===== src/rtl/key_pkg.sv =====
// Shared types and constants for the key conditioner.
// Optional feature macro: KEY_AUTOREPEAT_EN (auto-repeat press pulses while held).
package key_pkg;

  // Per-channel press state
  typedef enum logic [1:0] {
    KS_IDLE = 2'd0,  // debounced level 0
    KS_DOWN = 2'd1,  // level 1, counting towards long press
    KS_HELD = 2'd2   // long press already reported
  } key_state_e;

  // Default timing, in 1 kHz clock cycles (milliseconds)
  localparam int DEF_DEBOUNCE_MS = 20;
  localparam int DEF_HOLD_MS     = 1000;
  localparam int DEF_REPEAT_MS   = 250;

  // Per-channel outputs bundled for the lane array
  typedef struct packed {
    logic level;
    logic press;
    logic rel;
    logic hold;
  } key_evt_t;

  // Counter width for a value range of max_val states; never below 1 bit
  function automatic int cnt_w(input int max_val);
    return (max_val <= 2) ? 1 : $clog2(max_val);
  endfunction

endpackage


===== src/rtl/key_channel.sv =====
// One key lane: 2-flop synchronizer, debouncer, press/hold state machine.
// Optional feature macro: KEY_AUTOREPEAT_EN.
module key_channel
  import key_pkg::*;
#(
  parameter int DEBOUNCE_MS = DEF_DEBOUNCE_MS,
  parameter int HOLD_MS     = DEF_HOLD_MS,
  parameter int REPEAT_MS   = DEF_REPEAT_MS
) (
  input  logic     clk_1kHz,
  input  logic     rst,
  input  logic     key_raw,
  output key_evt_t evt
);

  localparam int DW = cnt_w(DEBOUNCE_MS + 1);
  localparam int HW = cnt_w(HOLD_MS);
  localparam logic [DW-1:0] DEB_LAST  = DW'(DEBOUNCE_MS - 1);
  localparam logic [HW-1:0] HOLD_LAST = HW'(HOLD_MS - 1);

  logic [1:0]    sync_pipe;
  logic          s;
  logic [DW-1:0] deb_cnt;
  logic          level;
  logic          deb_done, rise, fall;

  key_state_e    state, state_nxt;
  logic [HW-1:0] hold_cnt, hold_nxt;
  logic          press_q, rel_q, hold_q;
  logic          press_nxt, rel_nxt, hold_p_nxt;

`ifdef KEY_AUTOREPEAT_EN
  localparam int RW = cnt_w(REPEAT_MS);
  localparam logic [RW-1:0] REP_LAST = RW'(REPEAT_MS - 1);
  logic [RW-1:0] rep_cnt, rep_nxt;
`endif

  assign s        = sync_pipe[1];
  // A level change is accepted on the DEBOUNCE_MS-th consecutive differing sample
  assign deb_done = (s != level) && (deb_cnt == DEB_LAST);
  assign rise     = deb_done & s;
  assign fall     = deb_done & ~s;

  // Synchronize the raw input and debounce it into the accepted level
  always_ff @(posedge clk_1kHz) begin
    if (rst) begin
      sync_pipe <= '0;
      deb_cnt   <= '0;
      level     <= 1'b0;
    end else begin
      sync_pipe <= {sync_pipe[0], key_raw};
      if ((s == level) || deb_done) deb_cnt <= '0;
      else                          deb_cnt <= deb_cnt + 1'b1;
      if (deb_done) level <= s;
    end
  end

  // Next state and next pulses; pulses are registered so they line up with level
  always_comb begin
    state_nxt  = state;
    hold_nxt   = hold_cnt;
    press_nxt  = 1'b0;
    rel_nxt    = 1'b0;
    hold_p_nxt = 1'b0;
`ifdef KEY_AUTOREPEAT_EN
    rep_nxt    = rep_cnt;
`endif
    case (state)
      KS_IDLE: begin
        if (rise) begin
          state_nxt = KS_DOWN;
          hold_nxt  = '0;
          press_nxt = 1'b1;
        end
      end
      KS_DOWN: begin
        if (fall) begin
          // release wins over a coincident hold expiry
          state_nxt = KS_IDLE;
          hold_nxt  = '0;
          rel_nxt   = 1'b1;
        end else if (hold_cnt == HOLD_LAST) begin
          state_nxt  = KS_HELD;
          hold_p_nxt = 1'b1;
`ifdef KEY_AUTOREPEAT_EN
          rep_nxt    = '0;
`endif
        end else begin
          hold_nxt = hold_cnt + 1'b1;
        end
      end
      KS_HELD: begin
        // hold_cnt stays saturated at HOLD_LAST here
        if (fall) begin
          state_nxt = KS_IDLE;
          hold_nxt  = '0;
          rel_nxt   = 1'b1;
`ifdef KEY_AUTOREPEAT_EN
          rep_nxt   = '0;
`endif
        end
`ifdef KEY_AUTOREPEAT_EN
        else if (rep_cnt == REP_LAST) begin
          press_nxt = 1'b1;
          rep_nxt   = '0;
        end else begin
          rep_nxt = rep_cnt + 1'b1;
        end
`endif
      end
      default: begin
        state_nxt = KS_IDLE;
        hold_nxt  = '0;
      end
    endcase
  end

  // State, hold counter and pulse registers
  always_ff @(posedge clk_1kHz) begin
    if (rst) begin
      state    <= KS_IDLE;
      hold_cnt <= '0;
      press_q  <= 1'b0;
      rel_q    <= 1'b0;
      hold_q   <= 1'b0;
    end else begin
      state    <= state_nxt;
      hold_cnt <= hold_nxt;
      press_q  <= press_nxt;
      rel_q    <= rel_nxt;
      hold_q   <= hold_p_nxt;
    end
  end

`ifdef KEY_AUTOREPEAT_EN
  // Auto-repeat period counter, only meaningful in KS_HELD
  always_ff @(posedge clk_1kHz) begin
    if (rst) rep_cnt <= '0;
    else     rep_cnt <= rep_nxt;
  end
`endif

  assign evt.level = level;
  assign evt.press = press_q;
  assign evt.rel   = rel_q;
  assign evt.hold  = hold_q;

endmodule


===== src/rtl/key_conditioner.sv =====
// Key conditioner top: N_KEYS independent key_channel lanes plus port bundling.
// Optional feature macro: KEY_AUTOREPEAT_EN (auto-repeat press pulses while held).
module key_conditioner
  import key_pkg::*;
#(
  parameter int N_KEYS      = 5,
  parameter int DEBOUNCE_MS = DEF_DEBOUNCE_MS,
  parameter int HOLD_MS     = DEF_HOLD_MS,
  parameter int REPEAT_MS   = DEF_REPEAT_MS
) (
  input  logic              clk_1kHz,
  input  logic              rst,
  input  logic [N_KEYS-1:0] key_raw,
  output logic [N_KEYS-1:0] key_level,
  output logic [N_KEYS-1:0] key_press,
  output logic [N_KEYS-1:0] key_release,
  output logic [N_KEYS-1:0] key_hold
);

  // Illegal timing would break the counter compare points
  if (DEBOUNCE_MS < 1 || HOLD_MS < 2 || REPEAT_MS < 1) begin : g_bad_param
    $error("key_conditioner: illegal timing parameter");
  end

  key_evt_t [N_KEYS-1:0] evt;

  for (genvar g = 0; g < N_KEYS; g++) begin : g_ch
    key_channel #(
      .DEBOUNCE_MS(DEBOUNCE_MS),
      .HOLD_MS    (HOLD_MS),
      .REPEAT_MS  (REPEAT_MS)
    ) u_ch (
      .clk_1kHz(clk_1kHz),
      .rst     (rst),
      .key_raw (key_raw[g]),
      .evt     (evt[g])
    );
    assign key_level[g]   = evt[g].level;
    assign key_press[g]   = evt[g].press;
    assign key_release[g] = evt[g].rel;
    assign key_hold[g]    = evt[g].hold;
  end

endmodule


===== config.mk =====
export PLATFORM = sky130hd
export DESIGN_NAME = key_conditioner
export DESIGN_NICKNAME = d
export VERILOG_FILES = /design/src/rtl/key_pkg.sv /design/src/rtl/key_channel.sv /design/src/rtl/key_conditioner.sv
export SDC_FILE = /design/constraint.sdc
export NUM_CORES = 1
export LEC_CHECK = 0
export ABC_AREA = 1
export ABC_CLOCK_PERIOD_IN_PS = 4680
export CORE_ASPECT_RATIO = 1.75
export CORE_UTILIZATION = 65
export CTS_BUF_LIST = sky130_fd_sc_hd__clkbuf_4 sky130_fd_sc_hd__clkbuf_8 sky130_fd_sc_hd__clkbuf_16
export DETAILED_ROUTE_END_ITERATION = 8
export GPL_ROUTABILITY_DRIVEN = 0
export PLACE_DENSITY_LB_ADDON = 0.25
export SYNTH_ARGS = -nofsm -noshare
export SYNTH_HDL_FRONTEND = slang
export SYNTH_SLANG_ARGS = --single-unit
export TNS_END_PERCENT = 5

===== constraint.sdc =====
create_clock -name clk_1kHz -period 4.68 [get_ports clk_1kHz]
set_clock_uncertainty 0.05 [all_clocks]
set_input_delay 0.936 -clock clk_1kHz [delete_from_list [all_inputs] [get_ports clk_1kHz]]
set_output_delay 0.936 -clock clk_1kHz [all_outputs]
set_load 0.005 [all_outputs]

# ---- After elaboration in Yosys (flattened, before gate mapping)
# Cells that the tools add are included.
dict set report classes {
  addsub 10
  mul 0
  div 0
  n_lt_le_gt_ge 0
  eq_ne 50
  shift 0
  mux 65
  bitwise_logic 30
  reduce_logical 50
}
# cell count
set op_table {}
lappend op_table {{$mux 10} 20}
lappend op_table {{$pmux 10 s3} 5}
lappend op_table {{$add 10x1->10 const B} 5}
lappend op_table {{$eq 10x10->1 const B} 5}
lappend op_table {{$mux 2} 20}
lappend op_table {{$reduce_or 2->1} 20}
lappend op_table {{$pmux 2 s3} 5}
lappend op_table {{$reduce_and 3->1} 10}
lappend op_table {{$add 5x1->5 const B} 5}
lappend op_table {{$eq 5x5->1 const B} 5}
lappend op_table {{$ne 2x1->1 const B} 10}
lappend op_table {{$not 1->1} 20}
lappend op_table {{$mux 1} 15}
lappend op_table {{$ne 3x1->1 const B} 5}
lappend op_table {{$ne 3x2->1 const B} 5}
lappend op_table {{$reduce_or 3->1} 5}
lappend op_table {{$and 1x1->1} 10}
lappend op_table {{$eq 2x1->1 const B} 5}
lappend op_table {{$eq 2x2->1 const B} 5}
lappend op_table {{$logic_not 2->1} 5}
lappend op_table {{$eq 1x1->1} 5}
lappend op_table {{$logic_and 1x1->1} 5}
lappend op_table {{$logic_or 1x1->1} 5}
lappend op_table {{$ne 1x1->1} 5}
dict set report word_totals {
  reg_bits 115
  latch_bits 0
  ram_bits 0
  romBits 0
  in_bits 7
  out_inout_bits 20
  wordCells 245
  n_memories 0
}

# ---- Longest topological paths before layout
dict set report depth {
  ltp_word 5
  depth_mapped 11
  depth_no_buf 11
}

# ---- Cells and area by module
# From an unflattened synthesis, not the netlist that was laid out.
dict set report hier_totals {
  cells_unflattened 928
  hier_area_um2 6467.5
}
# mod instances cells_per_inst area_each_um2 seq_area_each_um2
set modules_own_cells {}
lappend modules_own_cells {{key_channel at g_ch[0].u_ch ...} 4 186 1302.5 460.4}
lappend modules_own_cells {{key_channel at g_ch[4].u_ch} 1 184 1257.5 460.4}

# ---- Least setup slack after synthesis
# Ideal clock, no wire load.
dict set report synth_path {
  path_kind {input to register}
  startpoint {in rst}
  endpoint {reg g_ch[0].u_ch.sync_pipe[0]}
  setup_ps 128
  arrival_ps 1764
  required_time_ps 4502
  slack_ps 2738
  cell_stages 4
  n_path_buf 3
  path_cell_list {clkbuf_1 -> clkbuf_1 -> buf_1 -> nor2_1}
}
# item line
set synth_rtl {}
lappend synth_rtl {{from (decl)} key_conditioner.sv:12} ;# input logic rst,
lappend synth_rtl {{to (signal assigned)} key_channel.sv:51} ;# sync_pipe <= {sync_pipe[0], key_raw};
lappend synth_rtl {{to (decl)} key_channel.sv:21} ;# logic [1:0] sync_pipe;
# No word-level cell between the ends.

# ---- Worst setup path after layout
dict set report layout_path {
  startpoint {reg g_ch[2].u_ch.level}
  endpoint {out key_level[2]}
}
# item line
set layout_rtl {}
lappend layout_rtl {{from (decl)} key_channel.sv:24} ;# logic level;
lappend layout_rtl {{from (signal assigned)} key_channel.sv:54} ;# if (deb_done) level <= s;
lappend layout_rtl {{to (decl)} key_conditioner.sv:14} ;# output logic [N_KEYS-1:0] key_level,
# No word-level cell between the ends.

==> flow_summary.json <==
{
  "synth_top_cell_by_area": "dfxtp_1",
  "htree_levels": 4,
  "crit_arrival_ps": 1330,
  "post-route-drc-count": 0,
  "final_cells": 1044,
  "end_kind": "output pin",
  "viasPerCell": 5.29,
  "design_area_sq_mm": 0.00683,
  "cp.required_ps": 3690,
  "placed_area_sq_mm": 0.00624,
  "cp_slowest_cell": "clkdlybuf4s50_1",
  "fmax_mhz": 432,
  "switching_share_pct": 20.9,
  "synth.area.top_cells": "dfxtp_1 (38%), nand2_1 (13%), nor2_1 (11%), inv_1 (7.2%), nand3_1 (6.2%)",
  "status": "finished clean",
  "drt-initial-drc-count": 247,
  "drv_slew": 0,
  "path_clk_slew_ps": 50,
  "hold_violations": 0,
  "final_min_period_over_clock_period_pct": 49.4,
  "cp_num_buf_inv": 1,
  "syn_to_final_growth_pct": 12.5,
  "fillers": 716,
  "clock_path_buffers": 2,
  "syn_area_per_cell_sq_um": 6.75,
  "setup_viol": 0,
  "power_w": 0.00233,
  "crit_chain": "clkdlybuf4s50_1",
  "ctsHoldBuffers": 0,
  "period_minus_slack_ps": 2310,
  "wl_per_cell_um": 12.2,
  "cts-root-buf": "clkbuf_16",
  "hp-class": "flop to flop",
  "grt.total_usage_pct": 27.8,
  "wirelength_mm": 12.7,
  "vias": 5519,
  "nets": 943,
  "max-slew-margin-rel_pct": 36.4,
  "seq_power_share_pct": 42.8,
  "grt_overflow_total": 0,
  "fp.coreArea_sq_mm": 0.00904,
  "rows": 46,
  "io_pins": 27,
  "placed_cells": 1012,
  "ys_ff_latch": 115,
  "crit_type": "flop to output pin",
  "worst_pin_slew_ps": 953,
  "cts_setup_buffers": 0,
  "ant_nets": 0,
  "synth_nets": 932,
  "syn_area_sq_mm": 0.00607,
  "synth_top_cell_area_share_pct": 37.9,
  "p_int_w": 0.00184,
  "dr.pass1.iters": 4,
  "clkSinkCount": 115,
  "cp-start-kind": "flop",
  "drv_cap": 0,
  "power.density_mw_per_mm2": 341,
  "leakage_nw": 2.86,
  "die_w_um": 75.1,
  "grt_antenna_before_repair": 0,
  "reg2reg_depth": 10,
  "p_sw_w": 0.000486,
  "cts_tree": "yes",
  "die_area_sq_mm": 0.00975,
  "ys_seq_area_share_pct": 37.9,
  "power.share.clock_pct": 54.4,
  "comb_power_share_pct": 2.7,
  "rsz0062_at_grt": "no",
  "ctsResizeCount": 0,
  "insertion_delay_ps": 410,
  "synth_cells": 900,
  "io_buffers": 26,
  "hpwlAfterDp_mm": 8.58,
  "yosysWarnings": 0,
  "fin_tns_setup_ps": 0,
  "critPathMaxStageDelay_ps": 530,
  "drive_gt1_share_pct": 9.31,
  "cts_buffers": 17,
  "diodes": 0,
  "initial_core_util_pct": 67.2,
  "synthDistinctLibCells": 28,
  "grt_pass1_wl_mm": 20.9,
  "peakVddDrop_v": 0.000294,
  "path_depth": 1,
  "grt_start_max_net_pins": 55,
  "dieHeight_um": 130,
  "path_delay_family": "buffers and inverters",
  "hold_depth": 2,
  "crit_path_max_fanout": 4,
  "grt_pass1_vias": 5277
}
layout make-up:
| cell class | instances | area [sq um] | area share, % |
|---|---|---|---|
| clock inverters | 11 | 108 | 1.58 |
| multi-input cells | 629 | 3070 | 45.0 |
| well taps | 120 | 150 | 2.20 |
| repair buffers | 27 | 263 | 3.85 |
| clock buffers | 21 | 480 | 7.04 |
| inverters | 121 | 454 | 6.65 |
| flip-flops and latches | 115 | 2300 | 33.7 |
metal layers:
layer	wire, um	track usage [%]	share of wire, %	vias up
li1	-	-	-	2804
met1	4770	25.3	38	2547
met2	7110	54.0	56	127
met3	441	6.56	3.5	41
met4	389	14.7	3.1	0
met5	0	0	0	-
registers in the layout (all words and copies together), names as in the netlist:
name and count:
g_ch.u_ch.deb_cnt 25, g_ch.u_ch.hold_cnt 50, g_ch.u_ch.hold_q 5, g_ch.u_ch.level 5, g_ch.u_ch.press_q 5, g_ch.u_ch.rel_q 5
g_ch.u_ch.state 10, g_ch.u_ch.sync_pipe 10
synth_stat cells:
| cell | n |
|---|---|
| buf_1 | 3 |
| nand2_2 | 14 |
| o21ai_1 | 5 |
| o211ai_1 | 2 |
| nor3_1 | 10 |
| ha_1 | 25 |
| nor2_2 | 9 |
| xor2_1 | 11 |
| nand4_1 | 6 |
| a21oi_2 | 10 |
| nand3_2 | 5 |
| o21ai_0 | 21 |
| dfxtp_1 | 115 |
| nand2_1 | 209 |
| buf_2 | 3 |
| inv_2 | 4 |
| xnor2_1 | 3 |
| clkbuf_1 | 4 |
| buf_6 | 4 |
| a21oi_1 | 37 |
| o21bai_1 | 4 |
| nor2_4 | 6 |
| a21o_1 | 1 |
| or2_2 | 4 |
| nor2_1 | 172 |
| inv_1 | 117 |
| nand3_1 | 75 |
| buf_4 | 21 |
power groups by stage:
| stage | registers [W] | logic [W] | clock network [W] |
|---|---|---|---|
| 5_1_grt | 0.000996 | 0.0000724 | 0.00132 |
| 3_3_place_gp | 0.00102 | 0.0000618 | 0 |
| 3_5_place_dp | 0.00102 | 0.0000636 | 0 |
| 6_report | 0.000996 | 0.0000639 | 0.00127 |
| 4_1_cts | 0.000996 | 0.0000642 | 0.00128 |
| 2_1_floorplan | 0.00101 | 0.0000501 | 0 |
tightest hold or removal path, delay by kind of cell (launching register included):
kind | cells | cell delay (ps)
DFF | 1 | 290
buffers and inverters | 1 | 40
and+or+nand+nor | 1 | 30
placed cells by master (no fill, tap or decap):
cell	netlist	final
inv_2	4	4
ha_1	25	25
clkbuf_8	0	4
nor2_1	172	172
clkinvlp_4	0	1
o21bai_1	4	4
or2_2	4	4
nor2_4	6	6
xnor2_1	3	3
nor2_2	9	9
buf_4	21	1
nand2_2	14	14
nand2_1	209	209
o21ai_0	21	21
xor2_1	11	11
a21oi_1	37	37
nand3_1	75	75
buf_2	3	1
clkdlybuf4s50_1	0	25
o211ai_1	2	2
o21ai_1	5	5
dfxtp_1	115	115
a21oi_2	10	10
clkbuf_16	0	17
clkinv_2	0	8
a21o_1	1	1
nor3_1	10	10
nand4_1	6	6
inv_1	117	117
nand3_2	5	5
bufinv_16	0	2
stage by stage:
| stage | hold WS [ps] | util (%) | setup slack (ps) |
|---|---|---|---|
| 4_1_cts | 356 | 75.6 | 2370 |
| 3_5_place_dp | 351 | 69.1 | 2250 |
| 3_3_place_gp | 342 | 69.1 | 2300 |
| 6_report | 351 | 75.6 | 2370 |
| 2_1_floorplan | 338 | - | 2740 |
| 5_1_grt | 374 | 75.6 | 2330 |
worst paths after layout:
kind	start	end	slack (ps)
max	g_ch[2].u_ch.level$_SDFFE_PP0P_	key_level[2]	2370
min reg2reg	g_ch[0].u_ch.sync_pipe[0]$_SDFF_PP0_	g_ch[0].u_ch.sync_pipe[1]$_SDFF_PP0_	350
min	g_ch[0].u_ch.sync_pipe[0]$_SDFF_PP0_	g_ch[0].u_ch.sync_pipe[1]$_SDFF_PP0_	350
max reg2reg	g_ch[1].u_ch.deb_cnt[0]$_SDFF_PP0_	g_ch[1].u_ch.hold_cnt[8]$_SDFFE_PP0P_	2710
kinds of logic (layout without fill, tap and decap cells):
group / Yosys count / in the layout / share of synthesized area, %
fa+ha+maj: 25 / 25 / 5.15
simple gates: 510 / 510 / 35.9
xor+xnor: 14 / 14 / 2.02
buf+inv: 156 / 180 / 11.5
compound gates: 80 / 80 / 7.50
flops: 115 / 115 / 37.9
Note: power is estimated with default switching activity, not from simulation.
